## src/rtl/pc_target_table_if.sv

```systemverilog
// Lookup and write bus of the programmable branch-target table.
// Master drives requests; slave returns the registered target result.
interface pc_target_table_if #(
  parameter int D     = 10,
  parameter int DEPTH = 16
);
  localparam int A = $clog2(DEPTH);

  logic         lk_valid;
  logic [A-1:0] lk_addr;
  logic [D-1:0] pc;
  logic         tgt_valid;
  logic [D-1:0] target;
  logic         miss;
  logic         wr_en;
  logic [A-1:0] wr_addr;
  logic [D-1:0] wr_data;
  logic         wr_rel;

  modport master (
    output lk_valid, lk_addr, pc,
    output wr_en, wr_addr, wr_data, wr_rel,
    input  tgt_valid, target, miss
  );

  modport slave (
    input  lk_valid, lk_addr, pc,
    input  wr_en, wr_addr, wr_data, wr_rel,
    output tgt_valid, target, miss
  );
endinterface

```

## src/rtl/pc_target_table.sv

```systemverilog
// Programmable branch-target table: absolute or PC-relative entries.
// Optional hit/miss counters enabled by PC_TARGET_HITCNT_EN.
module pc_target_table #(
  parameter int D     = 10,
  parameter int DEPTH = 16
) (
  input  logic clk,
  input  logic reset,
  output logic busy,
  pc_target_table_if.slave bus
`ifdef PC_TARGET_HITCNT_EN
  ,
  output logic [15:0] hit_count,
  output logic [15:0] miss_count
`endif
);
  localparam int A = $clog2(DEPTH);

  typedef enum logic {INIT, RUN} state_t;

  state_t           r_state;
  logic [A-1:0]     r_cnt;
  logic [D-1:0]     r_data [DEPTH];
  logic [DEPTH-1:0] r_rel;
  logic [DEPTH-1:0] r_ok;
  logic             r_busy;
  logic             r_tv;
  logic [D-1:0]     r_tgt;
  logic             r_miss;

  logic         w_lk;
  logic         w_wr;
  logic         w_coll;
  logic         w_ok;
  logic         w_rel;
  logic [D-1:0] w_data;
  logic [D-1:0] w_res;

  assign w_lk   = (r_state == RUN) && bus.lk_valid;
  assign w_wr   = (r_state == RUN) && bus.wr_en;
  assign w_coll = w_wr && (bus.wr_addr == bus.lk_addr);

  // Same-edge write to the looked-up entry is forwarded.
  always_comb begin
    w_ok   = r_ok[bus.lk_addr];
    w_rel  = r_rel[bus.lk_addr];
    w_data = r_data[bus.lk_addr];
    if (w_coll) begin
      w_ok   = 1'b1;
      w_rel  = bus.wr_rel;
      w_data = bus.wr_data;
    end
  end

  always_comb begin
    w_res = '0;
    unique case (1'b1)
      !w_ok:          w_res = bus.pc + D'(1);
      w_ok && w_rel:  w_res = bus.pc + w_data;
      w_ok && !w_rel: w_res = w_data;
    endcase
  end

  always_ff @(posedge clk) begin
    if (reset) begin
      r_state <= INIT;
      r_cnt   <= '0;
      r_busy  <= 1'b1;
      r_tv    <= 1'b0;
      r_tgt   <= '0;
      r_miss  <= 1'b0;
    end else begin
      r_tv <= 1'b0;
      unique case (r_state)
        INIT: begin
          r_data[r_cnt] <= '0;
          r_rel[r_cnt]  <= 1'b0;
          r_ok[r_cnt]   <= 1'b0;
          r_cnt         <= r_cnt + A'(1);
          if (r_cnt == A'(DEPTH - 1)) begin
            r_state <= RUN;
            r_busy  <= 1'b0;
          end
        end
        RUN: begin
          if (w_wr) begin
            r_data[bus.wr_addr] <= bus.wr_data;
            r_rel[bus.wr_addr]  <= bus.wr_rel;
            r_ok[bus.wr_addr]   <= 1'b1;
          end
          if (w_lk) begin
            r_tv   <= 1'b1;
            r_tgt  <= w_res;
            r_miss <= !w_ok;
          end
        end
        default: r_state <= INIT;
      endcase
    end
  end

  assign busy          = r_busy;
  assign bus.tgt_valid = r_tv;
  assign bus.target    = r_tgt;
  assign bus.miss      = r_miss;

`ifdef PC_TARGET_HITCNT_EN
  logic [15:0] r_hits;
  logic [15:0] r_misses;

  always_ff @(posedge clk) begin
    if (reset) begin
      r_hits   <= '0;
      r_misses <= '0;
    end else if (w_lk) begin
      if (w_ok && r_hits != 16'hFFFF)
        r_hits <= r_hits + 16'd1;
      if (!w_ok && r_misses != 16'hFFFF)
        r_misses <= r_misses + 16'd1;
    end
  end

  assign hit_count  = r_hits;
  assign miss_count = r_misses;
`endif
endmodule

```

## src/flat_wrapper.sv

```systemverilog
// flat-port wrapper written by rule: the top's interface ports become plain ports
module pc_target_table_flat 
#(
  parameter int D     = 10,
  parameter int DEPTH = 16
)
  (clk, reset, busy, bus_lk_valid, bus_lk_addr, bus_pc, bus_wr_en, bus_wr_addr, bus_wr_data, bus_wr_rel, bus_tgt_valid, bus_target, bus_miss);
  pc_target_table_if #(.D(D), .DEPTH(DEPTH)) bus_i ();
  input  logic clk;
  input  logic reset;
  output logic busy;
  input wire logic [$bits(bus_i.lk_valid)-1:0] bus_lk_valid;
  input wire logic [$bits(bus_i.lk_addr)-1:0] bus_lk_addr;
  input wire logic [$bits(bus_i.pc)-1:0] bus_pc;
  input wire logic [$bits(bus_i.wr_en)-1:0] bus_wr_en;
  input wire logic [$bits(bus_i.wr_addr)-1:0] bus_wr_addr;
  input wire logic [$bits(bus_i.wr_data)-1:0] bus_wr_data;
  input wire logic [$bits(bus_i.wr_rel)-1:0] bus_wr_rel;
  output wire logic [$bits(bus_i.tgt_valid)-1:0] bus_tgt_valid;
  output wire logic [$bits(bus_i.target)-1:0] bus_target;
  output wire logic [$bits(bus_i.miss)-1:0] bus_miss;
  assign bus_i.lk_valid = bus_lk_valid;
  assign bus_i.lk_addr = bus_lk_addr;
  assign bus_i.pc = bus_pc;
  assign bus_i.wr_en = bus_wr_en;
  assign bus_i.wr_addr = bus_wr_addr;
  assign bus_i.wr_data = bus_wr_data;
  assign bus_i.wr_rel = bus_wr_rel;
  assign bus_tgt_valid = bus_i.tgt_valid;
  assign bus_target = bus_i.target;
  assign bus_miss = bus_i.miss;
  pc_target_table #(.D(D), .DEPTH(DEPTH)) u_core (.clk(clk), .reset(reset), .busy(busy), .bus(bus_i));
endmodule
```

## config.mk

```make
export PLATFORM = sky130hd
export DESIGN_NAME = pc_target_table_flat
export DESIGN_NICKNAME = d
export VERILOG_FILES = /design/src/rtl/pc_target_table_if.sv /design/src/rtl/pc_target_table.sv /design/src/flat_wrapper.sv
export SDC_FILE = /design/constraint.sdc
export NUM_CORES = 1
export LEC_CHECK = 0
export CAP_MARGIN = 10
export CORE_MARGIN = 4
export CORE_UTILIZATION = 60
export DETAILED_ROUTE_END_ITERATION = 6
export GPL_ROUTABILITY_DRIVEN = 0
export MAX_ROUTING_LAYER = met4
export PLACE_DENSITY = 0.76
export SYNTH_ARGS = -nofsm -noshare
export SYNTH_HDL_FRONTEND = slang
export SYNTH_SLANG_ARGS = --single-unit
```

## constraint.sdc

```tcl
create_clock -name clk -period 5.1 [get_ports clk]
set_input_delay 1.02 -clock clk [delete_from_list [all_inputs] [get_ports clk]]
set_output_delay 1.02 -clock clk [all_outputs]
set_load 0.03 [all_outputs]
```

[Yosys cells after proc, flatten, opt, wreduce, memory -nomap -nowiden]
Memories as Yosys holds them, arrays and structs flattened.
Index checks and enable logic that the tools add are counted.
Word-level totals
  register bits after elaboration: 50
  bits in writable memories: 160
  bits of input ports: 33
  output and inout bits: 13
  memories kept: 1
Memory list
  u_core.r_data: words 16, bits a word 10, rd ports 1, clocked after memory_dff 0, wr ports 1, RTL line pc_target_table.sv:23  | logic [D-1:0] r_data [DEPTH];
Cells by class
  $add $sub $neg: 3
  $lt $le $gt $ge: 5
  eq/ne operators: 3
  mux-type cells: 30
  bitwise operators: 6
  reduce and logical (&&, ||, !) cells: 14
Operator list (count)
  16-bit case mux with 2 select lines: 2
  16-bit AND: 2
  16-bit 2-to-1 mux: 2
  10-bit case mux with 3 select lines: 1
  10-bit 2-to-1 mux: 2
  1-bit 2-to-1 mux: 17
  16-bit bitwise mux: 1
  16-bit inverter: 1
  16-bit OR: 1
  4-bit by 5-bit less-than comparator with 1-bit output (second input constant): 3
  10-bit by 1-bit adder with 10-bit output (second input constant): 1
  10-bit adder: 1
  10-bit OR reduction: 1
  1-bit binary-select mux with 4-bit select: 2
  1-bit demux with 4-bit select: 2
  4-bit by 1-bit greater-or-equal comparator with 1-bit output (second input constant): 2
  1-bit logical AND: 7
  2-bit AND reduction: 3
  4-bit by 1-bit adder with 4-bit output (second input constant): 1
  4-bit equality test: 1
  4-bit equality test (second input constant): 1
  4-bit 2-to-1 mux: 1
  1-bit zero test: 2
  2-bit inequality test (second input constant): 1
  other kinds (2): 3

[Depth between registers and ports, before layout]
  depth in word-level cells: 7
  depth in mapped cells: 17
  gate-level depth less buffers: 14

[Least setup slack after synthesis]
No wires, ideal clock.
  kind: input -> register
  start: in bus_lk_addr[0]
  end: reg u_core.r_tgt[6] (netlist: u_core.bus.target[6])
  setup time: 0.086 ns
  data arrival time: 4.284 ns
  data required time: 5.014 ns
  slack: 0.730 ns
  stages: 15
  path buffers: 3
  cells stage by stage: buf_6 buf_12 buf_2 mux4_2 mux4_2 mux2i_1 nand2b_1 ha_1 fa_1 a21o_1 a21oi_1 o21ai_0 xor2_1 mux2i_1 a211oi_1
Between the ends
  word-level cells in the longest chain between the ends: 6
  elaborated cells between the ends (all ways): 16
RTL lines
  start: declaration: RTL line flat_wrapper.sv:13  | input wire logic [$bits(bus_i.lk_addr)-1:0] bus_lk_addr;
  branches (longest 5 deep; another with memory 16 x 10 bit)
  10-bit case mux with 3 select lines (*): RTL line pc_target_table.sv:57  | unique case (1'b1)
  end signal: assignment: RTL line pc_target_table.sv:93  | r_tgt <= w_res;
  end: declaration: RTL line pc_target_table.sv:28  | logic [D-1:0] r_tgt;
Every way passes the cells marked *. The select of a mux whose other input is x is not followed.
A chain may end at the register's enable or synchronous reset.

[Worst setup path in the final report]
  start: in bus_lk_addr[1]
  end: reg u_core.r_tgt[9] (netlist: u_core.bus.target[9])
Same word-level chain as after synthesis.

==> results.md <==
- M2 GR Usage: 42.26%
- Grt met1 use: 35.46%
- All-Layer GR Usage: 26.46%
- Vias in the first global route: 6073
- First-pass GRT wire length: 35460 µm
- Fillers: 1041
- Warnings from Yosys: 0
- Reg2reg start: u_core.r_rel[12]
- Gr busiest metal: met2
- Synth Instances: 659
- Maximum vdd drop: 0.2744 mV
- Clock Latency Late Sink: 0.51 ns
- Min-Delay Endpoint: u_core.busy
- Final Core Density: 71.07%
- Worst reg-to-reg path cell count: 14
- Vias per Instance: 6.366
- Port bufs: 45
- Post-CTS setup buffer count: 0
- CTS resizes: 0
- I/O Pins: 46
- Period Utilization, post-route: 86.51%
- Clock buffer depth: 3
- First drt pass iteration count: 5
- Initial drt markers: 597
- Crit path capture type: register
- Arrival time at the worst endpoint: 4.78 ns
- Seq cells post-synth: 210
- Worst rel slew slack: 43.43%
- Core ar.: 15890 µm²
- Power Density: 350.3 nW/µm²
- Hold_sp: u_core.busy
- Hold WC Path Type: reg -> reg
- CP max FO: 6
- Largest net degree at the start of global routing: 59
- Grt ovf: 0
- Diode count: 0
- Routed length per instance: 24.18 µm
- Hold WS: 0.4560 ns
- Area grow syn2layout: 16.13%
- Clock transition at path regs: 0.06 ns
- Starting Density: 61.20%
- Yosys cell types: 53
- Final setup TNS: 0 ns
- Fin crit period: 4.412 ns
- Synthesized Nets: 706
- Clock skew: 0.009807 ns
- Mapped Area: 9722 µm²
- Synthesized area per cell: 14.75 µm²
- CTS Buf Count: 22
- Sequential element share of the synthesized area: 63.01%
- RSZ-0062 raised after global routing: false
- Outcome: completed
- Antenna viol nets, final: 0
- Residual DRC: 0
- Full die area: 18300 µm²
- Family with the most delay on the worst path: compound AO/OA/AOI/OAI gates
- WL final: 23070 µm
- CTS tree: yes
- Slew Limit Fails: 0
- Row cnt: 46
- HPWL Detailed: 15060 µm
- Fin nets: 769
- Critical path's slowest cell: clkdlybuf4s50_1
- Die X-Extent: 135.3 µm
- Worst slew pin tran: 0.8455 ns
- Hold Violations, Final: 0
- Maximum achievable frequency: 226.6 MHz
- DR vias: 6073
- WP data required: 5.47 ns
- Max-cap viol count: 0
- Bufs and invs on worst path: 3
- GR Util met3: 4.792%
- Initial antenna violation count: 0
- Final number of setup-violating endpoints: 0
- Crit Path Category: in -> reg
- Reg2Reg Setup Slack: 1.16 ns
- CP Cell Sequence: clkdlybuf4s50_1, buf_4, xnor2_1, nand3_1, nor2_1, nor2_1, a22oi_1, buf_4, nor2_1, ha_1, and2_1, a41oi_1, a2111oi_0, a311oi_1, o2111ai_1, o311ai_2
- # hold bufs at CTS: 0
- Layout cell share with drive strength beyond 1: 17.62%
- CP max stage delay: 0.63 ns
- Crit-path most repeated cell: nor2_1
- Die height: 135.3 µm
- H-tree depth: 1
- Root Driver: clkbuf_16
- P_leak: 4.225 nW
- CTS sink cnt: 210
- Total power: 0.003954 W
- Hold Path Stages: 1
- Type of origin of the critical path: input pin
- Worst reg2reg path endpoint: u_core.bus.target[9]
[flip-flops by register name, indices dropped and copies added, names as in the netlist]
name / flops
u_core.r_ok: 16
u_core.r_cnt: 4
u_core.r_rel: 16
u_core.r_state: 1
u_core.busy: 1
u_core.bus.tgt_valid: 1
u_core.bus.target: 10
u_core.r_data: 160
u_core.bus.miss: 1
[worst register-to-register path, cell delays in order (launching register included)]
cell       delay (ns)
edfxtp_1         0.42
mux4_2           0.49
a22oi_1          0.25
and3_1           0.24
nor2_1           0.06
a22oi_1          0.34
buf_4            0.22
nor2_1           0.05
ha_1             0.35
and2_1           0.19
a41oi_1          0.17
a2111oi_0        0.47
a311oi_1         0.16
o2111ai_1        0.25
o311ai_2         0.14
[report_power, final]
| group | internal, W | total (W) | switching [W] |
|---|---|---|---|
| clock | 0.00108 | 0.00174 | 0.000658 |
| combinational | 0.000137 | 0.000301 | 0.000164 |
| sequential | 0.00189 | 0.00191 | 0.0000193 |
| total | 0.00311 | 0.00395 | 0.000841 |
[worst max-delay path by stage]
stage,slack (ns),cells after the start,from,end
after floorplan,0.73,15,bus_lk_addr[0],u_core.bus.target[6]
after global placement,0.32,16,bus_lk_addr[0],u_core.bus.target[9]
after detailed placement,0.24,16,bus_lk_addr[1],u_core.bus.target[9]
after CTS,0.73,16,bus_lk_addr[1],u_core.bus.target[9]
after global routing,0.42,16,bus_lk_addr[1],u_core.bus.target[9]
final,0.69,16,bus_lk_addr[1],u_core.bus.target[9]
[cells in the mapped netlist, drive strengths merged]
| cell type | n | share of area [%] |
|---|---|---|
| nand4 | 1 | 0.064 |
| a21o | 7 | 0.54 |
| a31o | 1 | 0.090 |
| nand4b | 1 | 0.090 |
| inv | 15 | 0.58 |
| ha | 13 | 1.7 |
| o311ai | 1 | 0.17 |
| dfxtp | 18 | 3.7 |
| nand2 | 57 | 2.2 |
| nand2b | 3 | 0.19 |
| a21oi | 56 | 2.9 |
| a31oi | 2 | 0.19 |
| nand3 | 17 | 0.88 |
| buf | 16 | 1.2 |
| xor2 | 4 | 0.36 |
| nand3b | 3 | 0.23 |
| a211oi | 2 | 0.15 |
| mux2 | 4 | 0.50 |
| and2 | 16 | 1.0 |
| fa | 1 | 0.21 |
| a41oi | 1 | 0.090 |
| or3 | 3 | 0.19 |
| nor3 | 8 | 0.41 |
| mux4 | 58 | 14 |
| o21a | 1 | 0.077 |
| nor2b | 10 | 0.64 |
| a311oi | 6 | 0.54 |
| xnor2 | 8 | 0.72 |
| o22ai | 16 | 1.0 |
| o211ai | 2 | 0.15 |
| a2111oi | 1 | 0.090 |
| o2111ai | 1 | 0.090 |
| a22oi | 3 | 0.23 |
| o31ai | 1 | 0.077 |
| clkbuf | 24 | 0.94 |
| o21ai | 7 | 0.36 |
| and3 | 2 | 0.13 |
| edfxtp | 192 | 59 |
| mux2i | 13 | 1.3 |
| or2 | 8 | 0.51 |
| a21boi | 1 | 0.077 |
| nor2 | 55 | 2.1 |
[cell usage in the layout, fill, tap and decap left out, drive strengths merged, types with 4 or more instances in the layout]
cell / n
mux4: 58
a21o: 7
mux2i: 13
o21ai: 7
mux2: 4
a311oi: 6
nand2: 57
nor3: 8
xor2: 4
clkdlybuf4s50: 43
or2: 8
clkinv: 4
clkbuf: 29
o22ai: 16
nor2: 55
a21oi: 56
nand3: 17
inv: 16
dfxtp: 18
ha: 13
nor2b: 10
and2: 16
edfxtp: 192
xnor2: 8
buf: 36
bufinv: 5
[per-stage QoR]
| stage | cell area [µm²] | std cells | worst slack (ns) |
|---|---|---|---|
| after floorplan | 9722 | 659 | 0.7304 |
| after global placement | 10510 | 914 | 0.3156 |
| after detailed placement | 10510 | 914 | 0.2353 |
| after CTS | 11290 | 954 | 0.7287 |
| after global routing | 11290 | 954 | 0.4217 |
| final | 11290 | 954 | 0.6878 |
[per-layer routing]
layer	vias to the layer above	part of all wire, %	wire length, µm
met5	-	0	0
met3	54	9.4	2166
met1	3014	39	9014
li1	2683	-	-
met2	322	49	11220
met4	0	2.9	669
[kinds of logic after synthesis]
kind of cell    Yosys count  share of synthesized area, %
flops                   210                         63.01
mux                      75                         15.77
xor+xnor                 12                         1.081
compound gates          109                         6.847
fa+ha+maj                14                         1.879
simple gates            184                         8.700
buf+inv                  55                         2.715
[area by class of cell]
class | count | area, µm² | area share [%]
Clock buffer | 29 | 598.1 | 5.298
Clock inverter | 11 | 185.2 | 1.640
Inverter | 15 | 56.30 | 0.4987
Multi-Input combinational cell | 394 | 3332 | 29.51
Sequential cell | 210 | 6127 | 54.27
Tap cell | 216 | 270.3 | 2.394
Timing Repair Buffer | 79 | 720.7 | 6.384
(Power assumes the default switching activity.)
